$ cat src/rtl/bram_reader_if.sv
// Stream/command/RAM-side signal bundle for bram_reader.
//   cmd_*   : burst command (start address, length) with valid/ready
//   raddr   : read address toward the bramsd instance
//   rdata   : read data from the bramsd instance (2-cycle latency)
//   out_*   : output word stream with valid/ready backpressure
//   busy    : engine has an accepted burst not yet fully delivered
// Modport master is the reader engine; slave is the RAM/consumer side.
interface bram_reader_if #(
  parameter int ADDR_ = 8,
  parameter int DATA_ = 8
);
  logic             cmd_valid;
  logic             cmd_ready;
  logic [ADDR_-1:0] cmd_addr;
  logic [ADDR_:0]   cmd_len;
  logic [ADDR_-1:0] raddr;
  logic [DATA_-1:0] rdata;
  logic             out_valid;
  logic             out_ready;
  logic [DATA_-1:0] out_data;
  logic             out_last;
  logic             busy;

  modport master (
    input  cmd_valid, cmd_addr, cmd_len, rdata, out_ready,
    output cmd_ready, raddr, out_valid, out_data, out_last, busy
  );

  modport slave (
    output cmd_valid, cmd_addr, cmd_len, rdata, out_ready,
    input  cmd_ready, raddr, out_valid, out_data, out_last, busy
  );
endinterface

$ cat src/rtl/bram_reader.sv
// Read-side burst engine for a bramsd semi dual port RAM.
// Accepts (start address, length) bursts, walks the RAM read address,
// tracks the fixed 2-cycle read latency with a tag shift register and
// buffers returned words in a 4-entry output FIFO (output register included)
// so the consumer can apply full backpressure.
// Ports:
//   clk  : clock shared with the bramsd instance
//   rst  : synchronous reset, active high
//   bus  : bram_reader_if.master (command, RAM address/data, stream, busy)
//
// state | meaning
// IDLE  | waiting for a command, cmd_ready high
// ISSUE | walking addresses, one read per cycle while credit allows
// DRAIN | all reads issued, waiting for tags, FIFO and output to empty
module bram_reader #(
  parameter int ADDR_ = 8,
  parameter int DATA_ = 8
) (
  input  logic           clk,
  input  logic           rst,
  bram_reader_if.master  bus
);

  localparam int          FIFO_DEPTH = 4;
  localparam logic [ADDR_:0] MAX_LEN = {1'b1, {ADDR_{1'b0}}};

  typedef enum logic [1:0] {IDLE, ISSUE, DRAIN} state_e;

  state_e           state_q, state_d;
  logic [ADDR_-1:0] cur_q, cur_d;
  logic [ADDR_:0]   rem_q, rem_d;
  logic             busy_q, busy_d;
  // Index 0 = one cycle after issue, index 1 = rdata valid this cycle.
  logic [1:0]       tv_q, tv_d;
  logic [1:0]       tl_q, tl_d;

  logic [DATA_-1:0] fifo_data_q [FIFO_DEPTH];
  logic [DATA_-1:0] fifo_data_d [FIFO_DEPTH];
  logic             fifo_last_q [FIFO_DEPTH];
  logic             fifo_last_d [FIFO_DEPTH];
  logic [1:0]       wr_ptr_q, wr_ptr_d;
  logic [1:0]       rd_ptr_q, rd_ptr_d;
  logic [2:0]       cnt_q, cnt_d;
  logic             ov_q, ov_d;
  logic [DATA_-1:0] od_q, od_d;
  logic             ol_q, ol_d;

  logic             cmd_ready;
  logic             accept;
  logic [ADDR_:0]   len_clamp;
  logic [2:0]       used_w;
  logic             issue;
  logic             drained;
  logic             push, pop, load_out, from_buf, bypass, buf_wr;

  assign cmd_ready = (state_q == IDLE) && !rst;
  assign accept    = bus.cmd_valid && cmd_ready;
  assign len_clamp = (bus.cmd_len > MAX_LEN) ? MAX_LEN : bus.cmd_len;

  // Credit counts everything that will eventually need a FIFO slot:
  // buffered words, the output register and reads still in the RAM pipe.
  assign used_w  = cnt_q + 3'(ov_q) + 3'(tv_q[0]) + 3'(tv_q[1]);
  assign issue   = (state_q == ISSUE) && (used_w < 3'(FIFO_DEPTH));
  assign drained = (tv_q == 2'b00) && (cnt_q == 3'd0) && !ov_q;

  assign push     = tv_q[1];
  assign pop      = ov_q && bus.out_ready;
  assign load_out = !ov_q || pop;
  assign from_buf = load_out && (cnt_q != 3'd0);
  assign bypass   = load_out && (cnt_q == 3'd0) && push;
  assign buf_wr   = push && !bypass;

  always_comb begin
    state_d = state_q;
    cur_d   = cur_q;
    rem_d   = rem_q;
    busy_d  = busy_q;
    tv_d    = {tv_q[0], issue};
    tl_d    = {tl_q[0], issue && (rem_q == (ADDR_+1)'(1))};
    case (state_q)
      IDLE: begin
        if (accept && (bus.cmd_len != '0)) begin
          state_d = ISSUE;
          cur_d   = bus.cmd_addr;
          rem_d   = len_clamp;
          busy_d  = 1'b1;
        end
      end
      ISSUE: begin
        if (issue) begin
          cur_d = cur_q + 1'b1;
          rem_d = rem_q - 1'b1;
          if (rem_q == (ADDR_+1)'(1)) state_d = DRAIN;
        end
      end
      DRAIN: begin
        if (drained) state_d = IDLE;
      end
      default: state_d = IDLE;
    endcase
    if (pop && ol_q) busy_d = 1'b0;
  end

  always_ff @(posedge clk) begin
    if (rst) begin
      state_q <= IDLE;
      cur_q   <= '0;
      rem_q   <= '0;
      busy_q  <= 1'b0;
      tv_q    <= 2'b00;
      tl_q    <= 2'b00;
    end else begin
      state_q <= state_d;
      cur_q   <= cur_d;
      rem_q   <= rem_d;
      busy_q  <= busy_d;
      tv_q    <= tv_d;
      tl_q    <= tl_d;
    end
  end

  // Output register is the FIFO head; a word arriving into an empty FIFO
  // goes straight into it so the first word appears one cycle after rdata.
  always_comb begin
    fifo_data_d = fifo_data_q;
    fifo_last_d = fifo_last_q;
    wr_ptr_d    = wr_ptr_q;
    rd_ptr_d    = rd_ptr_q;
    ov_d        = ov_q;
    od_d        = od_q;
    ol_d        = ol_q;
    if (buf_wr) begin
      fifo_data_d[wr_ptr_q] = bus.rdata;
      fifo_last_d[wr_ptr_q] = tl_q[1];
      wr_ptr_d              = wr_ptr_q + 2'd1;
    end
    if (from_buf) rd_ptr_d = rd_ptr_q + 2'd1;
    cnt_d = cnt_q + 3'(buf_wr) - 3'(from_buf);
    if (load_out) begin
      if (from_buf) begin
        ov_d = 1'b1;
        od_d = fifo_data_q[rd_ptr_q];
        ol_d = fifo_last_q[rd_ptr_q];
      end else if (push) begin
        ov_d = 1'b1;
        od_d = bus.rdata;
        ol_d = tl_q[1];
      end else begin
        ov_d = 1'b0;
        ol_d = 1'b0;
      end
    end
  end

  always_ff @(posedge clk) begin
    if (rst) begin
      for (int i = 0; i < FIFO_DEPTH; i++) begin
        fifo_data_q[i] <= '0;
        fifo_last_q[i] <= 1'b0;
      end
      wr_ptr_q <= '0;
      rd_ptr_q <= '0;
      cnt_q    <= '0;
      ov_q     <= 1'b0;
      od_q     <= '0;
      ol_q     <= 1'b0;
    end else begin
      fifo_data_q <= fifo_data_d;
      fifo_last_q <= fifo_last_d;
      wr_ptr_q    <= wr_ptr_d;
      rd_ptr_q    <= rd_ptr_d;
      cnt_q       <= cnt_d;
      ov_q        <= ov_d;
      od_q        <= od_d;
      ol_q        <= ol_d;
    end
  end

  assign bus.cmd_ready = cmd_ready;
  assign bus.raddr     = cur_q;
  assign bus.out_valid = ov_q;
  assign bus.out_data  = od_q;
  assign bus.out_last  = ol_q;
  assign bus.busy      = busy_q;

endmodule

$ cat src/flat_wrapper.sv
// flat-port wrapper written by rule: the top's interface ports become plain ports
module bram_reader_flat 
#(
  parameter int ADDR_ = 8,
  parameter int DATA_ = 8
)
  (clk, rst, bus_cmd_valid, bus_cmd_addr, bus_cmd_len, bus_rdata, bus_out_ready, bus_cmd_ready, bus_raddr, bus_out_valid, bus_out_data, bus_out_last, bus_busy);
  bram_reader_if #(.ADDR_(ADDR_), .DATA_(DATA_)) bus_i ();
  input  logic clk;
  input  logic rst;
  input wire logic [$bits(bus_i.cmd_valid)-1:0] bus_cmd_valid;
  input wire logic [$bits(bus_i.cmd_addr)-1:0] bus_cmd_addr;
  input wire logic [$bits(bus_i.cmd_len)-1:0] bus_cmd_len;
  input wire logic [$bits(bus_i.rdata)-1:0] bus_rdata;
  input wire logic [$bits(bus_i.out_ready)-1:0] bus_out_ready;
  output wire logic [$bits(bus_i.cmd_ready)-1:0] bus_cmd_ready;
  output wire logic [$bits(bus_i.raddr)-1:0] bus_raddr;
  output wire logic [$bits(bus_i.out_valid)-1:0] bus_out_valid;
  output wire logic [$bits(bus_i.out_data)-1:0] bus_out_data;
  output wire logic [$bits(bus_i.out_last)-1:0] bus_out_last;
  output wire logic [$bits(bus_i.busy)-1:0] bus_busy;
  assign bus_i.cmd_valid = bus_cmd_valid;
  assign bus_i.cmd_addr = bus_cmd_addr;
  assign bus_i.cmd_len = bus_cmd_len;
  assign bus_i.rdata = bus_rdata;
  assign bus_i.out_ready = bus_out_ready;
  assign bus_cmd_ready = bus_i.cmd_ready;
  assign bus_raddr = bus_i.raddr;
  assign bus_out_valid = bus_i.out_valid;
  assign bus_out_data = bus_i.out_data;
  assign bus_out_last = bus_i.out_last;
  assign bus_busy = bus_i.busy;
  bram_reader #(.ADDR_(ADDR_), .DATA_(DATA_)) u_core (.clk(clk), .rst(rst), .bus(bus_i));
endmodule
$ cat config.mk
export PLATFORM = sky130hd
export DESIGN_NAME = bram_reader_flat
export DESIGN_NICKNAME = d
export VERILOG_FILES = /design/src/rtl/bram_reader_if.sv /design/src/rtl/bram_reader.sv /design/src/flat_wrapper.sv
export SDC_FILE = /design/constraint.sdc
export NUM_CORES = 1
export LEC_CHECK = 0
export CAP_MARGIN = 30
export CORE_AREA = 3 3 110 91
export CTS_BUF_LIST = sky130_fd_sc_hd__clkbuf_4 sky130_fd_sc_hd__clkbuf_8 sky130_fd_sc_hd__clkbuf_16
export CTS_CLUSTER_SIZE = 40
export DETAILED_ROUTE_END_ITERATION = 16
export DIE_AREA = 0 0 113 94
export PLACE_DENSITY = 0.65
export SYNTH_ARGS = -nofsm -noshare
export SYNTH_HDL_FRONTEND = slang
export SYNTH_SLANG_ARGS = --single-unit
$ cat constraint.sdc
create_clock -name clk -period 2.4 [get_ports clk]
set_input_delay 0.6 -clock clk [delete_from_list [all_inputs] [get_ports clk]]
set_output_delay 0.6 -clock clk [all_outputs]
set_load 0.05 [all_outputs]
==> run_results.csv, run 1 <==
group,metric,value,unit
run_status,outcome,"complete, no violations",
power,total_power,5.11,mW
sta,worst_hold_slack,448,ps
grt,grt_pass1_wl,16400,µm
logic_synthesis,synth.avg_cell_area,9.35,µm²
final_layout,final_area,5010,µm²
power,peakVddDrop,0.481,mV
cts,cts.reportedPaths.clkPinSlew,60,ps
sta,max_freq,434,MHz
hold_path,hold_start,"u_core.tl_q[0]",
sta,fin_skew,6.34,ps
grt,grt_busiest_layer,"met2",
cts,insertion_delay,340,ps
logic_synthesis,async_flop_share,0,%
cts,cts_max_path_buffers,2,
cts,cts.sinks,77,
logic_synthesis,synth-seq-cells,77,
floorplan,die_y,94,µm
logic_synthesis,synth_cells,408,
sta,hold_viol,0,
logic_synthesis,dominantRegCellSynth,"dfxtp_1",
grt,grt_pass1_vias,3306,
grt,grt_antenna_before_repair,0,
grt,grt_usage,19.3,%
setup_path,timing.rr.start,"u_core.bus.out_valid",
cts,numCtsBuffers,9,
route,wire_per_inst,16.3,µm
cts,cts_tree,"done",
grt,grt_overflow,0,
final_layout,final-seq-area,1540,µm²
sta,setup_viol,0,
sta,worst_pin_slew,549,ps
setup_path,cp_max_fo,11,
setup_path,cp.required,2630,ps
final_layout,final_layout_size_suffix_gt1_share,17.2,%
floorplan,initial_core_util,42.4,%
setup_path,worstReg2RegEnd,"u_core.rem_q[5]",
route,drtIter0Drc,197,
route,ant_nets,0,
logic_synthesis,ys_seq_area_share,40.4,%
grt,grt_use_met3,5.34,%
final_layout,n_antenna_cell,0,
floorplan,core_area,9000,µm²
place,dpl.cell_count,579,
setup_path,startpoint_type,"register",
logic_synthesis,syn-cell-area,3820,µm²
final_layout,areaGrowthSynthToFinish,31.3,%
route,num_vias,3311,
place,place_hpwl,6710,µm
route,drcViolationCount,0,
floorplan,die_w,113,µm
setup_path,worstSetupPathType,"register to register",
setup_path,r2r_cells,7,
setup_path,cp-end-kind,"register",
sta,layout_min_cycle_time,2310,ps
final_layout,fillers,805,
grt,grtUsageMet2,31.6,%
floorplan,io_pins,49,
power,p_leak,2.19,nW
route,finalWirelength,9750,µm
floorplan,fp.dieArea,10600,µm²
sta,slew_viol_final,0,
final_layout,utilization,55.7,%
setup_path,regToRegSetupSlack,90,ps
power,powerDensity,1020,nW/µm²
logic_synthesis,synth_edf_count,0,
sta,relSlewSlack,63.4,%
sta,fin_crit_sh,96.1,%
logic_synthesis,ys_warn_count,0,
hold_path,hold_path_depth,1,
route,dr.pass1.iters,4,
hold_path,holdPathEnd,"u_core.tl_q[1]",
final_layout,final_net_count,518,
grt,grt_start_max_net_pins,43,
run,max_cap_viol_count,0,
setup_path,cp.arrival,2530,ps
floorplan,rows,31,
cts,htreeDepth,3,
logic_synthesis,synth_nets,449,
place,port_buffers,48,
cts,cts_root_buffer,"clkbuf_16",
sta,grt_setup_unrepaired,"no",
place,postPlaceCellArea,4610,µm²
grt,met1_usage,24.9,%
logic_synthesis,ys_types,55,
final_layout,instances_no_fill,597,
final_layout,multiInputGateArea,2150,µm²
hold_path,min_path_type,"register to register",
place,gp_congestion,0.829,
route,avgViaCountPerCell,5.55,
==> where the power goes <==
group | leakage (nW) | switching [mW] | internal, mW
logic | 1.40 | 1.12 | 0.841
registers | 0.627 | 0.182 | 1.45
clock network | 0.160 | 0.569 | 0.948
total | 2.19 | 1.87 | 3.24
==> Yosys cell counts, types with 2 or more instances <==
library cell / number / share of area (%)
dfxtp_1: 77 / 40
nor2_1: 70 / 6.9
mux2i_1: 37 / 9.7
a21oi_1: 21 / 2.8
clkbuf_1: 18 / 1.8
nand2_1: 18 / 1.8
inv_1: 12 / 1.2
o21ai_0: 12 / 1.6
a211oi_1: 11 / 2.2
ha_1: 10 / 3.3
and3_1: 9 / 1.5
mux4_2: 9 / 5.3
nand3b_1: 8 / 1.6
o32ai_1: 8 / 1.8
buf_2: 6 / 0.79
nor2b_1: 6 / 0.98
or3_1: 6 / 0.98
a311oi_1: 5 / 1.1
a31oi_1: 4 / 0.66
nor3_1: 4 / 0.52
o211ai_1: 4 / 0.79
a22oi_1: 3 / 0.59
buf_1: 3 / 0.30
nand3_1: 3 / 0.39
xnor2_1: 3 / 0.69
a32oi_1: 2 / 0.46
and4_1: 2 / 0.46
buf_6: 2 / 0.59
fa_1: 2 / 1.0
nand2b_1: 2 / 0.33
nor3b_1: 2 / 0.39
nor4_1: 2 / 0.33
o221a_2: 2 / 0.59
o31ai_1: 2 / 0.39
or4_1: 2 / 0.39
xor2_1: 2 / 0.46
==> worst max path at each step <==
stage	from	end	slack, ps	depth (start not counted)
after floorplan	u_core.bus.out_valid	u_core.rem_q[1]	50	7
after CTS	u_core.bus.out_valid	u_core.bus.raddr[6]	9	7
final	u_core.bus.out_valid	u_core.rem_q[5]	90	7
after global routing	u_core.bus.out_valid	u_core.rem_q[5]	20	7
after detailed placement	bus_out_ready	u_core.cnt_q[2]	-270	11
after global placement	bus_out_ready	u_core.cnt_q[2]	-220	11
==> cell type report <==
class                   instances  area share, %
well taps                     115           2.87
repair buffers                 87           15.8
multi-input cells             290           43.0
clock buffers                  10           4.77
inverters                      12          0.899
flip-flops and latches         77           30.8
clock inverters                 6           1.87
==> metrics by stage <==
stage / setup slack (ps) / TNS (ps)
floorplan: 53.8 / 0
global placement: -223 / -1990
detailed placement: -269 / -2530
CTS: 9.33 / 0
global route: 24.3 / 0
finish: 94.8 / 0
==> flip-flops by register name (all words and copies together) (netlist names) <==
name,flops
u_core.bus.raddr,8
u_core.rd_ptr_q,2
u_core.state_q,2
u_core.tl_q,2
u_core.fifo_last_q,4
u_core.bus.out_data,8
u_core.bus.out_valid,1
u_core.bus.busy,1
u_core.bus.out_last,1
u_core.rem_q,9
u_core.fifo_data_q,32
u_core.wr_ptr_q,2
u_core.cnt_q,3
u_core.tv_q,2
==> kinds of logic after synthesis <==
family	Yosys count	share of synthesized area, %
AOI/OAI and AO/OA	85	16.2
xor gates and xnor gates	5	1.15
adders and majority gates	12	4.33
buffers and inverters	41	4.62
DFF	77	40.4
muxes	46	15.0
and+or+nand+nor	142	18.3
==> worst max-delay path, stage by stage (launching register included) <==
cell	delay [ps]
dfxtp_2	330
fa_2	400
ha_4	240
a311oi_4	360
o31a_1	300
nor2_4	60
buf_12	150
o311a_1	340
==> per-layer routing <==
layer | share of wire (%) | vias to the layer above
li1 | - | 1619
met1 | 44 | 1591
met2 | 49 | 92
met3 | 5.6 | 9
met4 | 0.99 | 0
met5 | 0 | -
==> layout by cell type (no fill, tap or decap), types with 4 or more instances in the layout <==
cell / Yosys / final
dfxtp_1: 77 / 76
nor2_1: 70 / 69
clkdlybuf4s50_1: 0 / 45
buf_4: 0 / 38
mux2i_1: 37 / 37
a21oi_1: 21 / 21
nand2_1: 18 / 18
inv_1: 12 / 12
o21ai_0: 12 / 12
a211oi_1: 11 / 11
and3_1: 9 / 9
mux4_2: 9 / 9
ha_1: 10 / 9
clkbuf_16: 0 / 9
o32ai_1: 8 / 8
nand3b_1: 8 / 8
or3_1: 6 / 6
nor2b_1: 6 / 5
o211ai_1: 4 / 4
a311oi_1: 5 / 4
a31oi_1: 4 / 4
==> timing repair <==
| action | CTS | global route |
|---|---|---|
| setup buffers | 1 | 1 |
| cloned | 0 | 0 |
| hold buffers | 0 | 0 |
| pin swaps | 2 | 3 |
| endpoints found under the setup margin | 7 | 10 |
| resized for setup | 2 | 7 |
Power figures use the tool's default switching activity.
==> inputs of run 2 (changes only) <==
--- a/config.mk
+++ b/config.mk
@@ -11,7 +11,8 @@
 export CTS_CLUSTER_SIZE = 40
 export DETAILED_ROUTE_END_ITERATION = 16
 export DIE_AREA = 0 0 113 94
-export PLACE_DENSITY = 0.65
+export PLACE_DENSITY = 0.63
+export RECOVER_POWER = 25
 export SYNTH_ARGS = -nofsm -noshare
 export SYNTH_HDL_FRONTEND = slang
 export SYNTH_SLANG_ARGS = --single-unit
==> run 2 against run 1 <==
Sequential power hardly changed. Clock skew hardly changed. Maximum frequency is 1.2% lower. Register-to-register slack worse by 30 ps. Power is 3.4% higher. Non-clock buffer count is 2 higher. Combinational power hardly changed. Wire length is 1.3% higher. Via count is 1.8% higher. Core utilization is 0.68 points higher. Clock power is 11% higher. First-iteration DRC count is 57% higher. Critical endpoint unchanged. Highest routed layer unchanged.
==> run_results.csv, run 2 (same netlist as run 1, synthesis figures left out) <==
group,metric,value,unit
run_status,outcome,"complete, no violations",
final_layout,utilization,56.4,%
final_layout,final_net_count,520,
hold_path,min_path_type,"register to register",
grt,grt_antenna_before_repair,0,
sta,setup_tns,0,ps
place,dp_worst_setup_slack,-271,ps
power,powerDensity,1040,nW/µm²
cts,cts_tree,"done",
cts,insertion_delay,340,ps
final_layout,layout_common_cells,"dfxtp_1 (76), nor2_1 (69), clkdlybuf4s50_1 (45)",
sta,worst_pin_slew,939,ps
setup_path,worstReg2RegEnd,"u_core.rem_q[5]",
floorplan,die_y,94,µm
route,num_vias,3369,
sta,fin_skew,6.42,ps
grt,grt_pass1_vias,3389,
place,port_buffers,48,
sta,slew_viol_final,0,
setup_path,cp-end-kind,"register",
route,wire_per_inst,16.5,µm
route,dr.pass1.iters,4,
floorplan,die_w,113,µm
final_layout,regMostFlops,"u_core.fifo_data_q",
cts,htreeDepth,3,
sta,layout_min_cycle_time,2330,ps
floorplan,fp.dieArea,10600,µm²
setup_path,cp.required,2620,ps
grt,grt_overflow,0,
place,place_hpwl,6780,µm
cts,cts.reportedPaths.clkPinSlew,60,ps
route,finalWirelength,9880,µm
sta,fin_crit_sh,97.2,%
sta,setup_slack,66.1,ps
setup_path,regToRegSetupSlack,70,ps
setup_path,timing.rr.start,"u_core.bus.out_valid",
sta,setup_viol,0,
cts,cts_root_buffer,"clkbuf_16",
final_layout,largest_register_ffs,32,
power,peakVddDrop,0.544,mV
hold_path,hold_start,"u_core.tl_q[0]",
power,total_power,5.28,mW
final_layout,n_antenna_cell,0,
route,ant_nets,0,
floorplan,rows,31,
setup_path,cp.arrival,2560,ps
hold_path,hold_path_depth,1,
final_layout,reg_top3,"u_core.fifo_data_q: 32 flops, u_core.rem_q: 9 flops",
grt,grt_start_max_net_pins,57,
sta,hold_viol,0,
hold_path,holdPathEnd,"u_core.tl_q[1]",
route,drtIter0Drc,309,
floorplan,initial_core_util,42.4,%
setup_path,r2r_cells,7,
sta,worst_hold_slack,443,ps
setup_path,cp_max_fo,11,
final_layout,layout_commonest_cell,"dfxtp_1",
power,p_leak,2.21,nW
sta,max_freq,428,MHz
route,avgViaCountPerCell,5.62,
place,gp_congestion,0.820,
setup_path,startpoint_type,"register",
run,max_cap_viol_count,0,
route,drcViolationCount,0,
sta,grt_setup_unrepaired,"no",
grt,grt_usage,19.1,%
floorplan,io_pins,49,
final_layout,final_layout_size_suffix_gt1_share,16.7,%
floorplan,core_area,9000,µm²
final_layout,areaGrowthSynthToFinish,32.9,%
grt,grt_pass1_wl,16300,µm
cts,numCtsBuffers,9,
setup_path,worstSetupPathType,"register to register",
cts,cts_hold_buf,0,
final_layout,fillers,821,
cts,cts.sinks,77,
sta,relSlewSlack,37.4,%
cts,cts_max_path_buffers,2,
-- run 2: layout make-up --
cell class                      instances  area (µm²)  area share (%)
Multi-Input combinational cell        290        2150            42.5
Sequential cell                        77        1540            30.4
Tap cell                              115         144            2.84
Timing Repair Buffer                   89         816            16.1
Clock inverter                          7         145            2.86
Clock buffer                            9         225            4.44
Inverter                               12        45.0           0.888
-- run 2: metal layers --
layer / part of all wire [%] / track usage [%] / vias to the layer above
li1: - / - / 1628
met1: 47 / 24.7 / 1645
met2: 48 / 31.4 / 83
met3: 4.4 / 4.25 / 13
met4: 1.5 / 6.81 / 0
met5: 0 / 0 / -
-- run 2: repair_timing --
item / in CTS / in global routing
pin swaps: 0 / 3
setup buffers: 0 / 1
resized for setup: 0 / 10
setup endpoints to repair: 2 / 17
endpoints found under the hold margin: 0 / 0
-- run 2: worst max path at each step --
stage                               from  depth (start not counted)                  end  slack, ps
floorplan           u_core.bus.out_valid                          7      u_core.rem_q[1]         50
global placement           bus_out_ready                         11      u_core.cnt_q[2]       -190
detailed placement         bus_out_ready                         11      u_core.cnt_q[2]       -270
CTS                 u_core.bus.out_valid                          7  u_core.bus.raddr[6]        -20
global route        u_core.bus.out_valid                          7      u_core.rem_q[5]         20
finish              u_core.bus.out_valid                          7      u_core.rem_q[5]         70
-- run 2: critical path, stage by stage, from the launching register on --
cell     delay, ps
dfxtp_2        330
fa_1           470
ha_4           300
and4_2         280
o31a_1         280
nor2_4          70
buf_12         150
o311a_1        340
-- run 2: power by group --
group / switching (mW) / internal (mW) / leakage (nW)
Sequential: 0.199 / 1.45 / 0.627
Combinational: 1.11 / 0.844 / 1.41
Clock: 0.554 / 1.13 / 0.176
Total: 1.86 / 3.42 / 2.21
-- run 2: per-stage QoR --
step,cells,instance area (µm²)
after floorplan,408,3820
after global placement,582,4650
after detailed placement,582,4650
after CTS,598,5020
after global routing,599,5070
final,599,5070
==> inputs of run 3 (changes only) <==
--- a/config.mk
+++ b/config.mk
@@ -11,7 +11,7 @@
 export CTS_CLUSTER_SIZE = 40
 export DETAILED_ROUTE_END_ITERATION = 16
 export DIE_AREA = 0 0 113 94
-export PLACE_DENSITY = 0.63
+export PLACE_DENSITY_LB_ADDON = 0.05
 export RECOVER_POWER = 25
 export SYNTH_ARGS = -nofsm -noshare
 export SYNTH_HDL_FRONTEND = slang
==> run 3 against run 2 <==
Clock power down 29%. First-iteration DRC count down 35%. Count of clock-buffer cells in the layout is 2 higher. Largest power group unchanged.
==> run_results.csv, run 3 (same netlist as run 1, synthesis figures left out) <==
group,metric,value,unit
place,dp_worst_setup_slack,-282,ps
cts,cts_tree,"done",
route,wire_per_inst,15.9,µm
final_layout,final_area,4880,µm²
grt,grt_pass1_vias,3015,
cts,cts_root_buffer,"clkbuf_16",
sta,max_freq,433,MHz
cts,cts_max_path_buffers,2,
final_layout,final_net_count,517,
cts,cts.reportedPaths.clkPinSlew,50,ps
place,port_buffers,48,
final_layout,regMostFlops,"u_core.fifo_data_q",
route,dr.pass1.iters,4,
sta,slew_viol_final,0,
final_layout,layout_commonest_cell,"dfxtp_1",
grt,grt_antenna_before_repair,0,
floorplan,io_pins,49,
power,p_leak,2.13,nW
grt,grt_pass1_wl,15600,µm
floorplan,die_w,113,µm
setup_path,cp.required,2610,ps
sta,fin_crit_sh,96.3,%
final_layout,n_antenna_cell,0,
setup_path,cp.arrival,2520,ps
power,peakVddDrop,0.501,mV
setup_path,startpoint_type,"register",
sta,layout_min_cycle_time,2310,ps
hold_path,min_path_type,"register to register",
route,drtIter0Drc,200,
route,num_vias,3193,
place,place_hpwl,6590,µm
sta,grt_setup_unrepaired,"no",
route,ant_nets,0,
floorplan,rows,31,
setup_path,cp_max_fo,7,
route,top_layer,"met4",
sta,hold_viol,0,
sta,worst_hold_slack,451,ps
sta,relSlewSlack,48.5,%
route,wl_met3,300,µm
final_layout,reg_top3,"u_core.fifo_data_q: 32 flops, u_core.rem_q: 9 flops",
place,postPlaceCellArea,4580,µm²
floorplan,die_y,94,µm
route,drt-met1-wl,4890,µm
final_layout,fillers,841,
run_status,outcome,"complete, no violations",
sta,setup_viol,0,
setup_path,cp-end-kind,"register",
route,drcViolationCount,0,
floorplan,core_area,9000,µm²
final_layout,layout_common_cells,"dfxtp_1 (76), nor2_1 (70), clkdlybuf4s50_1 (45)",
run,max_cap_viol_count,0,
sta,fin_skew,6.01,ps
grt,grt_overflow,0,
final_layout,largest_register_ffs,32,
final_layout,final_layout_size_suffix_gt1_share,14.6,%
grt,grt_usage,18.5,%
sta,worst_pin_slew,773,ps
cts,insertion_delay,330,ps
setup_path,worstSetupPathType,"register to register",
cts,cts.sinks,77,
power,powerDensity,971,nW/µm²
cts,htreeDepth,3,
final_layout,areaGrowthSynthToFinish,28.0,%
grt,grt_start_max_net_pins,73,
floorplan,fp.dieArea,10600,µm²
cts,numCtsBuffers,9,
sta,setup_slack,89.4,ps
floorplan,initial_core_util,42.4,%
route,avgViaCountPerCell,5.38,
place,gp_congestion,0.815,
route,wl_met2,4180,µm
route,finalWirelength,9440,µm
-- run 3: cell types whose count changed in the layout (fill, tap and decap cells not counted), moves of 3 or more --
cell / before / now
buf_4: 35 / 29
clkbuf_2: 0 / 3
bufinv_16: 4 / 0
clkbuf_1: 3 / 6
-- run 3: repair_timing --
item	4_1_cts	5_1_grt
pin swaps	1	3
hold buffers	0	0
cloned	0	0
resized for setup	1	6
setup endpoints to repair	1	11
setup buffers	1	2
-- run 3: routing by layer --
| metal | GRT usage, % | up-vias |
|---|---|---|
| li1 | - | 1618 |
| met1 | 27.9 | 1517 |
| met2 | 26.1 | 52 |
| met3 | 4.19 | 6 |
| met4 | 5.31 | 0 |
| met5 | 0 | - |
-- run 3: area by class of cell --
type,count,area (µm²),area share [%]
inverter,12,45.0,0.922
timing repair buffer,86,758,15.5
clock inverter,2,12.5,0.256
clock buffer,11,246,5.05
multi-input combinational,290,2140,43.7
tap,115,144,2.95
sequential,77,1540,31.6
-- run 3: critical path, cell delays in order (launching register included) --
cell      delay [ps]
dfxtp_2          320
fa_1             460
ha_4             250
a311oi_4         330
o31a_1           270
nor2_4            50
buf_4            170
o311a_1          340
-- run 3: final timing paths --
check,startpoint,to,slack [ps],cells after the start
worst min-delay path,u_core.tl_q[0],u_core.tl_q[1],450,1
worst min register to register,u_core.tl_q[0],u_core.tl_q[1],450,1
worst max-delay path,u_core.bus.out_valid,u_core.rem_q[5],90,7
worst max register to register,u_core.bus.out_valid,u_core.rem_q[5],90,7
-- run 3: power by group --
group | switching [mW] | internal [mW] | total, mW
Sequential | 0.190 | 1.45 | 1.64
Clock | 0.478 | 0.720 | 1.20
Combinational | 1.11 | 0.793 | 1.90
-- run 3: stage by stage --
| stage | util [%] | cells | setup TNS [ps] | power (mW) |
|---|---|---|---|---|
| 4_1_cts | 54.0 | 591 | 0 | 4.74 |
| 2_1_floorplan | - | 408 | 0 | 2.85 |
| 3_3_place_gp | 50.9 | 577 | -1940 | 3.49 |
| 3_5_place_dp | 50.9 | 577 | -2570 | 3.51 |
| 6_report | 54.3 | 593 | 0 | 4.74 |
| 5_1_grt | 54.3 | 593 | 0 | 5.04 |
